==> src/rtl/multicycle_ctrl.sv <==
// Multicycle RV32I control FSM: sequences the shared ALU and unified memory
// over several cycles per instruction, stalling on the memory ready handshake.
// All outputs are Moore-style decodes of the current state, with a few
// qualified by op/funct/Zero/MemReady as the datapath needs.
module multicycle_ctrl (
    input  logic       clk,
    input  logic       reset,
    input  logic [6:0] op,
    input  logic [2:0] funct3,
    input  logic       funct7b5,
    input  logic       Zero,
    input  logic       MemReady,
    output logic       MemReq,
    output logic       AdrSrc,
    output logic       MemWrite,
    output logic       IRWrite,
    output logic       PCWrite,
    output logic       RegWrite,
    output logic [1:0] ResultSrc,
    output logic [1:0] ALUSrcA,
    output logic [1:0] ALUSrcB,
    output logic [2:0] ImmSrc,
    output logic [2:0] ALUControl,
    output logic       IllegalInstr,
    output logic [3:0] State
);

    typedef enum logic [3:0] {
        FETCH    = 4'd0,
        DECODE   = 4'd1,
        MEMADR   = 4'd2,
        MEMREAD  = 4'd3,
        MEMWB    = 4'd4,
        MEMWRITE = 4'd5,
        EXECR    = 4'd6,
        EXECI    = 4'd7,
        ALUWB    = 4'd8,
        JAL      = 4'd9,
        BRANCH   = 4'd10
    } state_t;

    localparam logic [6:0] OP_LW    = 7'b0000011;
    localparam logic [6:0] OP_SW    = 7'b0100011;
    localparam logic [6:0] OP_RTYPE = 7'b0110011;
    localparam logic [6:0] OP_ITYPE = 7'b0010011;
    localparam logic [6:0] OP_BR    = 7'b1100011;
    localparam logic [6:0] OP_JAL   = 7'b1101111;

    state_t     state_r;
    state_t     next_state_s;
    logic [1:0] alu_op_s;

    // ALU operation from the internal ALUOp class and the instruction funct fields.
    function automatic logic [2:0] alu_decode(input logic [1:0] alu_op,
                                              input logic [2:0] f3,
                                              input logic       op5,
                                              input logic       f7b5);
        logic [2:0] ctrl;
        case (alu_op)
            2'b00: ctrl = 3'b000;
            2'b01: ctrl = 3'b001;
            2'b10: begin
                case (f3)
                    3'b000:  ctrl = (op5 & f7b5) ? 3'b001 : 3'b000;
                    3'b010:  ctrl = 3'b101;
                    3'b100:  ctrl = 3'b100;
                    3'b110:  ctrl = 3'b011;
                    3'b111:  ctrl = 3'b010;
                    default: ctrl = 3'b000;
                endcase
            end
            default: ctrl = 3'b000;
        endcase
        return ctrl;
    endfunction

    // State register; reset aborts any instruction and returns to FETCH at once.
    always_ff @(posedge clk or posedge reset) begin
        if (reset) begin
            state_r <= FETCH;
        end else begin
            state_r <= next_state_s;
        end
    end

    // Next-state logic and per-state datapath controls.
    always_comb begin
        next_state_s = FETCH;
        alu_op_s     = 2'b00;
        MemReq       = 1'b0;
        AdrSrc       = 1'b0;
        MemWrite     = 1'b0;
        IRWrite      = 1'b0;
        PCWrite      = 1'b0;
        RegWrite     = 1'b0;
        ResultSrc    = 2'b00;
        ALUSrcA      = 2'b00;
        ALUSrcB      = 2'b00;
        IllegalInstr = 1'b0;
        case (state_r)
            FETCH: begin
                MemReq    = 1'b1;
                ALUSrcB   = 2'b10;
                ResultSrc = 2'b10;
                IRWrite   = MemReady;
                PCWrite   = MemReady;
                if (MemReady) begin
                    next_state_s = DECODE;
                end else begin
                    next_state_s = FETCH;
                end
            end
            DECODE: begin
                // Computes the branch/jump target into ALUOut ahead of need.
                ALUSrcA = 2'b01;
                ALUSrcB = 2'b01;
                case (op)
                    OP_LW, OP_SW: next_state_s = MEMADR;
                    OP_RTYPE:     next_state_s = EXECR;
                    OP_ITYPE:     next_state_s = EXECI;
                    OP_BR:        next_state_s = BRANCH;
                    OP_JAL:       next_state_s = JAL;
                    default: begin
                        next_state_s = FETCH;
                        IllegalInstr = 1'b1;
                    end
                endcase
            end
            MEMADR: begin
                ALUSrcA = 2'b10;
                ALUSrcB = 2'b01;
                if (op[5]) begin
                    next_state_s = MEMWRITE;
                end else begin
                    next_state_s = MEMREAD;
                end
            end
            MEMREAD: begin
                MemReq = 1'b1;
                AdrSrc = 1'b1;
                if (MemReady) begin
                    next_state_s = MEMWB;
                end else begin
                    next_state_s = MEMREAD;
                end
            end
            MEMWB: begin
                ResultSrc    = 2'b01;
                RegWrite     = 1'b1;
                next_state_s = FETCH;
            end
            MEMWRITE: begin
                MemReq   = 1'b1;
                AdrSrc   = 1'b1;
                MemWrite = 1'b1;
                if (MemReady) begin
                    next_state_s = FETCH;
                end else begin
                    next_state_s = MEMWRITE;
                end
            end
            EXECR: begin
                ALUSrcA      = 2'b10;
                ALUSrcB      = 2'b00;
                alu_op_s     = 2'b10;
                next_state_s = ALUWB;
            end
            EXECI: begin
                ALUSrcA      = 2'b10;
                ALUSrcB      = 2'b01;
                alu_op_s     = 2'b10;
                next_state_s = ALUWB;
            end
            ALUWB: begin
                RegWrite     = 1'b1;
                next_state_s = FETCH;
            end
            JAL: begin
                // PC takes the target from DECODE; ALUWB then writes PC+4 as the link.
                ALUSrcA      = 2'b01;
                ALUSrcB      = 2'b10;
                PCWrite      = 1'b1;
                next_state_s = ALUWB;
            end
            BRANCH: begin
                ALUSrcA      = 2'b10;
                alu_op_s     = 2'b01;
                PCWrite      = Zero ^ funct3[0];
                next_state_s = FETCH;
            end
            default: begin
                next_state_s = FETCH;
            end
        endcase
    end

    // Immediate format follows the opcode in every state.
    always_comb begin
        case (op)
            OP_SW:   ImmSrc = 3'b001;
            OP_BR:   ImmSrc = 3'b010;
            OP_JAL:  ImmSrc = 3'b011;
            default: ImmSrc = 3'b000;
        endcase
    end

    assign ALUControl = alu_decode(alu_op_s, funct3, op[5], funct7b5);
    assign State      = state_r;

endmodule

==> config.mk <==
export PLATFORM = sky130hd
export DESIGN_NAME = multicycle_ctrl
export DESIGN_NICKNAME = d
export VERILOG_FILES = /design/src/rtl/multicycle_ctrl.sv
export SDC_FILE = /design/constraint.sdc
export NUM_CORES = 1
export LEC_CHECK = 0
export CAP_MARGIN = 30
export CORE_MARGIN = 4
export CORE_UTILIZATION = 40
export CTS_BUF_LIST = sky130_fd_sc_hd__clkbuf_8
export CTS_CLUSTER_DIAMETER = 40
export DETAILED_ROUTE_END_ITERATION = 10
export PLACE_DENSITY_LB_ADDON = 0.08
export SYNTH_ARGS = -nofsm -noshare
export SYNTH_HDL_FRONTEND = slang
export SYNTH_SLANG_ARGS = --single-unit
==> constraint.sdc <==
create_clock -name clk -period 3.71 [get_ports clk]
set_input_delay 0.371 -clock clk [delete_from_list [all_inputs] [get_ports clk]]
set_output_delay 0.371 -clock clk [all_outputs]
set_load 0.02 [all_outputs]
======== Yosys cells after proc, flatten, opt, wreduce, memory -nomap -nowiden ========
Index checks and enable logic that the tools add are counted.
word-level totals
  flip-flop bits (word level) ............. 4
  output and inout port bits .............. 23
operators by class
  equality and inequality tests ........... 22
  mux-type cells .......................... 22
  bitwise logic cells ..................... 2
  reduce and logical (&&, ||, !) cells .... 13
operators with widths
  kind                  number
  $pmux W4 S6           1
  $pmux W4 S5           1
  $eq A4 B3 Y1 const B  4
  $pmux W2 S2           4
  $pmux W3 S5           1
  $eq A7 B6 Y1 const B  2
  $eq A7 B7 Y1 const B  2
  $eq A4 B4 Y1 const B  3
  $reduce_or A2 Y1      6
  $eq A3 B3 Y1 const B  3
  $mux W1               9
  $mux W3               3
  $reduce_or A3 Y1      3
  $eq A4 B2 Y1 const B  2
  $eq A7 B2 Y1 const B  1
  $eq A7 B5 Y1 const B  1
  $pmux W2 S3           1
  $pmux W3 S2           1
  $reduce_or A6 Y1      1
  $eq A4 B1 Y1 const B  1
  $logic_not A4 Y1      1
  $reduce_or A4 Y1      1
  $eq A3 B2 Y1 const B  1
  $logic_not A3 Y1      1
  other kinds (5)       5

======== Depth between registers and ports, before layout ========
Gate-level depths: netlist (run 1).
  depth in word-level cells ............... 5
  mapped depth ............................ 9

======== Least setup slack after synthesis (run 1) ========
Ideal clock, no wire load.
  kind .................................... register to output
  start point ............................. register state_r[2] (netlist: State[2])
  end point ............................... output ALUControl[0]
  arrival time ............................ 1.854 ns
  setup slack ............................. 1.485 ns
  stages on the path, launching flop included .. 10
  buffers on the path ..................... 2
  path through ............................ dfrtp_1 -> buf_2 -> buf_2 -> nor2b_1 -> nand2_1 -> inv_1 -> ha_1 -> nor2b_1 -> o21ai_0 -> a21oi_1
between the ends
  longest elaborated chain between the ends .. 5
ends and longest elaborated chain
  item                                                 RTL line  source
  start, declared                                      49        state_t state_r;
  start signal, assigned                               82        state_r <= next_state_s;
  $eq A4 B3 Y1                                         100       case (state_r)
  $reduce_or A2 Y1 (no source line)                    --
  $pmux W2 S2 (*)                                      100
  $eq A2 B2 Y1 / $eq A2 B1 Y1 (equally long branches)  59        case (alu_op)
  $pmux W3 S2 (*)                                      59
  end, declared                                        23        output logic [2:0] ALUControl,
Mark *: on every way between the ends. The rest lies on a longest branch, timed or not.

======== Worst setup path after layout (run 1) ========
  start point ............................. register state_r[2] (netlist: State[2])
  end point ............................... output ALUControl[1]
Same word-level chain as after synthesis.

==> results of run 1 <==
-- critical path: cells and delay by family, from the launching register on --
| family | cells | cell delay (ns) |
|---|---|---|
| buffers and inverters | 2 | 0.68 |
| DFF | 1 | 0.54 |
| adders and majority gates | 1 | 0.31 |
| and+or+nand+nor | 3 | 0.74 |
-- metrics by stage --
step / total power (W) / cell area, um2
2_1_floorplan: 0.000106 / 611
3_3_place_gp: 0.000157 / 960
3_5_place_dp: 0.000158 / 960
4_1_cts: 0.000251 / 1000
5_1_grt: 0.000264 / 1000
6_report: 0.000248 / 1000
-- layer usage --
metal,up-vias,GRT usage (%),part of all wire [%]
li1,371,-,-
met1,329,17.3,39
met2,34,30.9,49
met3,2,6.13,9.5
met4,0,9.94,1.5
met5,-,0,0
-- power breakdown --
part	internal, W	total, W	switching [W]
combinational	0.0000537	0.000103	0.0000491
sequential	0.0000458	0.0000545	0.00000876
clock	0.0000691	0.0000908	0.0000217
total	0.000169	0.000248	0.0000795
-- synth_stat cells, drive strengths merged (2+ instances only) --
| cell type | n | area share, % |
|---|---|---|
| and3b | 2 | 2.9 |
| nor2 | 8 | 4.9 |
| o311ai | 2 | 2.9 |
| nor2b | 7 | 7.2 |
| xor2 | 2 | 2.9 |
| mux2i | 2 | 3.3 |
| and2 | 2 | 2.0 |
| nand2b | 3 | 3.1 |
| nand2 | 5 | 3.1 |
| dfrtp | 4 | 16 |
| or3 | 2 | 2.0 |
| xnor2 | 3 | 4.3 |
| o21ai | 2 | 1.6 |
| ha | 2 | 4.1 |
| or2 | 2 | 2.0 |
| nor3 | 4 | 3.3 |
| and4b | 2 | 3.3 |
| nor4 | 2 | 2.0 |
| a21boi | 2 | 2.5 |
| a21oi | 2 | 1.6 |
| buf | 4 | 3.7 |
| inv | 7 | 4.3 |
| and3 | 2 | 2.3 |
| clkbuf | 2 | 1.2 |
-- layout make-up --
cell class                      count  area (um2)  area share, %
Tap cell                           15        18.8           1.88
Inverter                            7        26.3           2.63
Clock buffer                        3        41.3           4.13
Sequential cell                     4         100           10.0
Timing Repair Buffer               36         360           36.0
Multi-Input combinational cell     69         454           45.4
-- path summary, 6_finish.rpt --
check                      slack (ns)                 end  cells after the start          startpoint
hold reg to reg                  0.73  State[2]$_DFF_PP0_                      1  State[3]$_DFF_PP0_
min in group clk                 0.73  State[2]$_DFF_PP0_                      1  State[3]$_DFF_PP0_
max in group asynchronous        3.22  State[2]$_DFF_PP0_                      2               reset
hold / removal                   0.34  State[0]$_DFF_PP0_                      2               reset
setup / recovery                 0.85       ALUControl[1]                      6  State[2]$_DFF_PP0_
setup reg to reg                 2.17  State[1]$_DFF_PP0_                      3  State[0]$_DFF_PP0_
-- cells in the final DEF, fill, tap and decap left out, types with 3 or more instances in the layout --
master / count
nand2_1: 5
clkbuf_8: 3
dfrtp_1: 4
xnor2_1: 3
nor2_1: 8
nand2b_1: 3
inv_1: 7
nor2b_1: 7
nor3_1: 4
clkdlybuf4s50_1: 36
-- logic make-up after synthesis --
group | share of synthesized area (%)
xor+xnor | 7.17
buf+inv | 9.22
compound gates | 19.3
simple gates | 40.0
other cells | 0.614
flops | 16.4
mux | 3.28
fa+ha+maj | 4.10
==> results_dict.tcl, run 1 <==
set metrics [dict create \
    timing.final.hold_violations 0 \
    post-route-worst-setup-slack_ns 0.853 \
    finalSetupTns_ns 0 \
    final_antenna_net_count 0 \
    max-cap-violations 0 \
    dieArea_mm2 0.00222 \
    via_total_after_detailed_routing 736 \
    fin_util_pct 73.3 \
    synth-seq-cells 4 \
    run_status "complete, no violations" \
    grt_pass1_wl_mm 2.64 \
    hp-class "primary input to async pin" \
    initial_antenna_violation_count 0 \
    cpPeakStageDelay_ns 0.60 \
    floorplan.core_area_mm2 0.00137 \
    share_of_synthesized_area_occupied_by_flip_flops_and_latches_pct 16.4 \
    floorplan.io_pins 38 \
    skew_ns 0.00421 \
    synthCells 86 \
    insertion_delay_ns 0.22 \
    portBuffers 36 \
    horizontal_die_dimension_um 47.1 \
    globalplace.congestion 0.778 \
    highest_clock_rate_mhz 350 \
    synth-warning-count 0 \
    post_cts_hold_buffer_count 0 \
    worst_ep_arrival_time_ns 2.49 \
    post_synth_num_cell_types 38 \
    share_of_layout_cells_above_drive_strength_1_pct 3.36 \
    drc 0 \
    worst-setup-path-type "register to output port" \
    ir_worst_vdd_mv 0.131 \
    post_cts_buffers 0 \
    wirelength_mm 1.74 \
    cts_tree "yes" \
    placed_cells_incl_taps 131 \
    syn_to_final_growth_pct 63.9 \
    largest_register_ffs 4 \
    worst_slew_margin_rel_pct 65.3 \
    cts_num_sinks 4 \
    first_pass_iters 4 \
    avgSynthCellArea_um2 7.10 \
    instances_no_fill 134 \
    finalCritPeriodShare_pct 77.0 \
    pin_count_of_the_biggest_net_entering_global_routing 18 \
    cts.clk_slew.worst_paths_ns 0.03 \
    setup_violations 0 \
    series_of_cell_instances_along_the_critical_path "nand2b_1 > nor3_1 > inv_1 > ha_1 > and4b_1 > clkdlybuf4s50_1" \
    edff_count_synth 0 \
    effective_utilization_at_floorplan_pct 44.7 \
    fillcell_total 116 \
    vias_per_cell 5.49 \
    postSynth.topFlopCell "dfrtp_1" \
    clock_path_buffers 2 \
    actual_transition_at_the_worst_max_transition_pin_ns 0.520 \
    drt-wirelength-per-cell_um 13.0 \
    gr-total-overflow 0 \
    cp_data_required_time_ns 3.34 \
    postSynth.asyncResetShare_pct 100 \
    crit_path_top_delay_cell "clkdlybuf4s50_1" \
    syn-num-nets 103 \
    vias_in_the_first_global_route 645 \
    tritoncts_buffer_count 3 \
    setup.worst_path.start_class "register" \
    cell_pwr_density_mw_per_mm2 248 \
    htreeDepth 1 \
    worst_path_maximum_fanout 17 \
    grt_use_total_pct 17.4 \
    ctsRootBufferMaster "clkbuf_8" \
    cp_endpoint_kind "output port" \
    drt-initial-drc-count 15 \
    antenna_cells_inserted 0 \
    cts-resized-gates 0 \
    placementRows 13 \
    final_nets 138 \
    dieHeight_um 47.1 \
    finalCriticalPeriod_ns 2.86 \
    synth.cell_area_um2 611 \
    worst_setup_slack_post_dpl_ns 1.09 \
    dp_wirelength_mm 1.37 \
    rsz0062_at_grt "false" \
    leakage_power_summed_over_all_cells_nw 0.399 \
    slew_viol_final 0 \
    final_hold_slack_ns 0.335 \
]
Power figures use the tool's default switching activity.
==> run 2: changes to the inputs <==
--- a/config.mk
+++ b/config.mk
@@ -7,7 +7,7 @@
 export LEC_CHECK = 0
 export CAP_MARGIN = 30
 export CORE_MARGIN = 4
-export CORE_UTILIZATION = 40
+export CORE_UTILIZATION = 37
 export CTS_BUF_LIST = sky130_fd_sc_hd__clkbuf_8
 export CTS_CLUSTER_DIAMETER = 40
 export DETAILED_ROUTE_END_ITERATION = 10
==> constraint.sdc (replaced) <==
create_clock -name clk -period 2.75 [get_ports clk]
set_input_delay 0.275 -clock clk [delete_from_list [all_inputs] [get_ports clk]]
set_output_delay 0.275 -clock clk [all_outputs]
set_load 0.02 [all_outputs]
==> run 2 against run 1 <==
Against the previous run:
- sequential share of layout area is 0.30 points lower
- utilization down 6.3 points
- non-clock buffer count up 4
- setup slack got worse by 0.71 ns
- via count grew 2.0%
- combinational power is 49% higher
- flip-flop and latch count did not move
- critical endpoint unchanged
- largest cell class unchanged
==> results_dict.tcl, run 2 (same netlist as run 1, synthesis figures left out) <==
set metrics [dict create \
    crit-reg2reg-capture "State[1]$_DFF_PP0_" \
    dieHeight_um 48.6 \
    finalSetupTns_ns 0 \
    horizontal_die_dimension_um 48.6 \
    portBuffers 36 \
    reg2reg_setup_slack_ns 1.32 \
    rsz0062_at_grt "false" \
    largest_register_ffs 4 \
    floorplan.core_area_mm2 0.00154 \
    leakage_power_summed_over_all_cells_nw 0.420 \
    setup_violations 0 \
    wirelength_mm 1.88 \
    cp_data_required_time_ns 2.48 \
    worst_ep_arrival_time_ns 2.33 \
    effective_utilization_at_floorplan_pct 39.6 \
    finalCriticalPeriod_ns 2.61 \
    reg2reg_depth 4 \
    cts.clk_slew.worst_paths_ns 0.03 \
    dp_wirelength_mm 1.52 \
    highest_clock_rate_mhz 383 \
    cts_num_sinks 4 \
    worst_path_maximum_fanout 7 \
    floorplan.io_pins 38 \
    max-cap-violations 0 \
    drt-wirelength-per-cell_um 13.5 \
    vias_in_the_first_global_route 742 \
    drt-initial-drc-count 18 \
    dieArea_mm2 0.00236 \
    gr-total-overflow 0 \
    share_of_layout_cells_above_drive_strength_1_pct 6.50 \
    via_total_after_detailed_routing 751 \
    globalplace.congestion 0.835 \
    timing.final.hold_violations 0 \
    clock_path_buffers 2 \
    insertion_delay_ns 0.22 \
    layout_common_cells "clkdlybuf4s50_1, nor2_1, inv_1, nor2b_1, nand2_1" \
    layout_commonest_cell "clkdlybuf4s50_1" \
    setup.worst_path.start "State[2]$_DFF_PP0_" \
    hp-class "primary input to async pin" \
    slew_viol_final 0 \
    skew_ns 0.00394 \
    first_pass_iters 4 \
    worst-setup-path-type "register to output port" \
    grt_use_total_pct 15.2 \
    cts-resized-gates 0 \
    fin_util_pct 67.0 \
    syn_to_final_growth_pct 69.1 \
    grt_pass1_wl_mm 3.04 \
    cell_pwr_density_mw_per_mm2 333 \
    ctsRootBufferMaster "clkbuf_8" \
    tritoncts_buffer_count 3 \
    ir_worst_vdd_mv 0.213 \
    final_antenna_net_count 0 \
    initial_antenna_violation_count 0 \
    drc 0 \
    setup.worst_path.start_class "register" \
    htreeDepth 1 \
    post_cts_hold_buffer_count 0 \
    cp_endpoint_kind "output port" \
    vias_per_cell 5.40 \
    antenna_cells_inserted 0 \
    post_cts_buffers 0 \
    timing.rr.start "State[1]$_DFF_PP0_" \
    critPathCapture "ALUControl[1]" \
    final_nets 142 \
    cts_tree "yes" \
    placementRows 14 \
    finalCritPeriodShare_pct 94.9 \
    pin_count_of_the_biggest_net_entering_global_routing 16 \
    run_status "complete, no violations" \
]
[run 2: cell count changes in the layout (fill, tap and decap cells not counted)]
cell   previous run  this run
buf_4             0         4
[run 2: metrics by stage]
step / hold WS, ns / total power, W / setup slack (ns) / std cells / instance area (um2)
after floorplan: 0.0411 / 0.000143 / 0.621 / 86 / 611
after global placement: 0.477 / 0.000217 / 0.460 / 136 / 991
after detailed placement: 0.474 / 0.000219 / 0.382 / 136 / 991
after CTS: 0.256 / 0.000345 / 0.141 / 139 / 1030
after global routing: 0.281 / 0.000358 / 0.0409 / 139 / 1030
final: 0.253 / 0.000344 / 0.140 / 139 / 1030
[run 2: power breakdown]
group | total (W) | leakage, nW | switching [W] | internal, W
sequential | 0.0000647 | 0.0538 | 0.00000271 | 0.0000619
clock | 0.000126 | 0.0216 | 0.0000328 | 0.0000935
combinational | 0.000153 | 0.345 | 0.0000768 | 0.0000759
total | 0.000344 | 0.420 | 0.000112 | 0.000231
[run 2: how the worst min path moves through the flow]
stage                     start                  to  slack [ns]  cells after the start
after floorplan           reset  State[0]$_DFF_PP0_        0.04                      1
after global placement    reset  State[1]$_DFF_PP0_        0.48                      2
after detailed placement  reset  State[0]$_DFF_PP0_        0.47                      2
after CTS                 reset  State[2]$_DFF_PP0_        0.26                      2
after global routing      reset  State[0]$_DFF_PP0_        0.28                      2
final                     reset  State[2]$_DFF_PP0_        0.25                      2
[run 2: worst max-delay path, stage by stage (launching register included)]
cell and delay (ns):
dfrtp_1 0.43, nand2b_1 0.19, nor3_1 0.26, inv_1 0.08, ha_1 0.31, and4b_1 0.24, clkdlybuf4s50_1 0.60
[run 2: layer usage]
metal	part of all wire, %	global-route usage [%]
met1	41	16.0
met2	50	28.9
met3	8.3	4.29
met4	0	3.59
met5	0	0
[run 2: cell type report]
class | count | area [um2]
fill | 145 | 509
tap | 16 | 20.0
clock buffer | 3 | 41.3
inverter | 7 | 26.3
timing repair buffer | 40 | 390
sequential | 4 | 100
multi-input combinational | 69 | 454
==> run 3: changes to the inputs <==
--- a/config.mk
+++ b/config.mk
@@ -5,7 +5,7 @@
 export SDC_FILE = /design/constraint.sdc
 export NUM_CORES = 1
 export LEC_CHECK = 0
-export CAP_MARGIN = 30
+export CAP_MARGIN = 20
 export CORE_MARGIN = 4
 export CORE_UTILIZATION = 37
 export CTS_BUF_LIST = sky130_fd_sc_hd__clkbuf_8
==> results of run 3 <==
No change in the layout: final DEF, timing and power equal those of run 2.
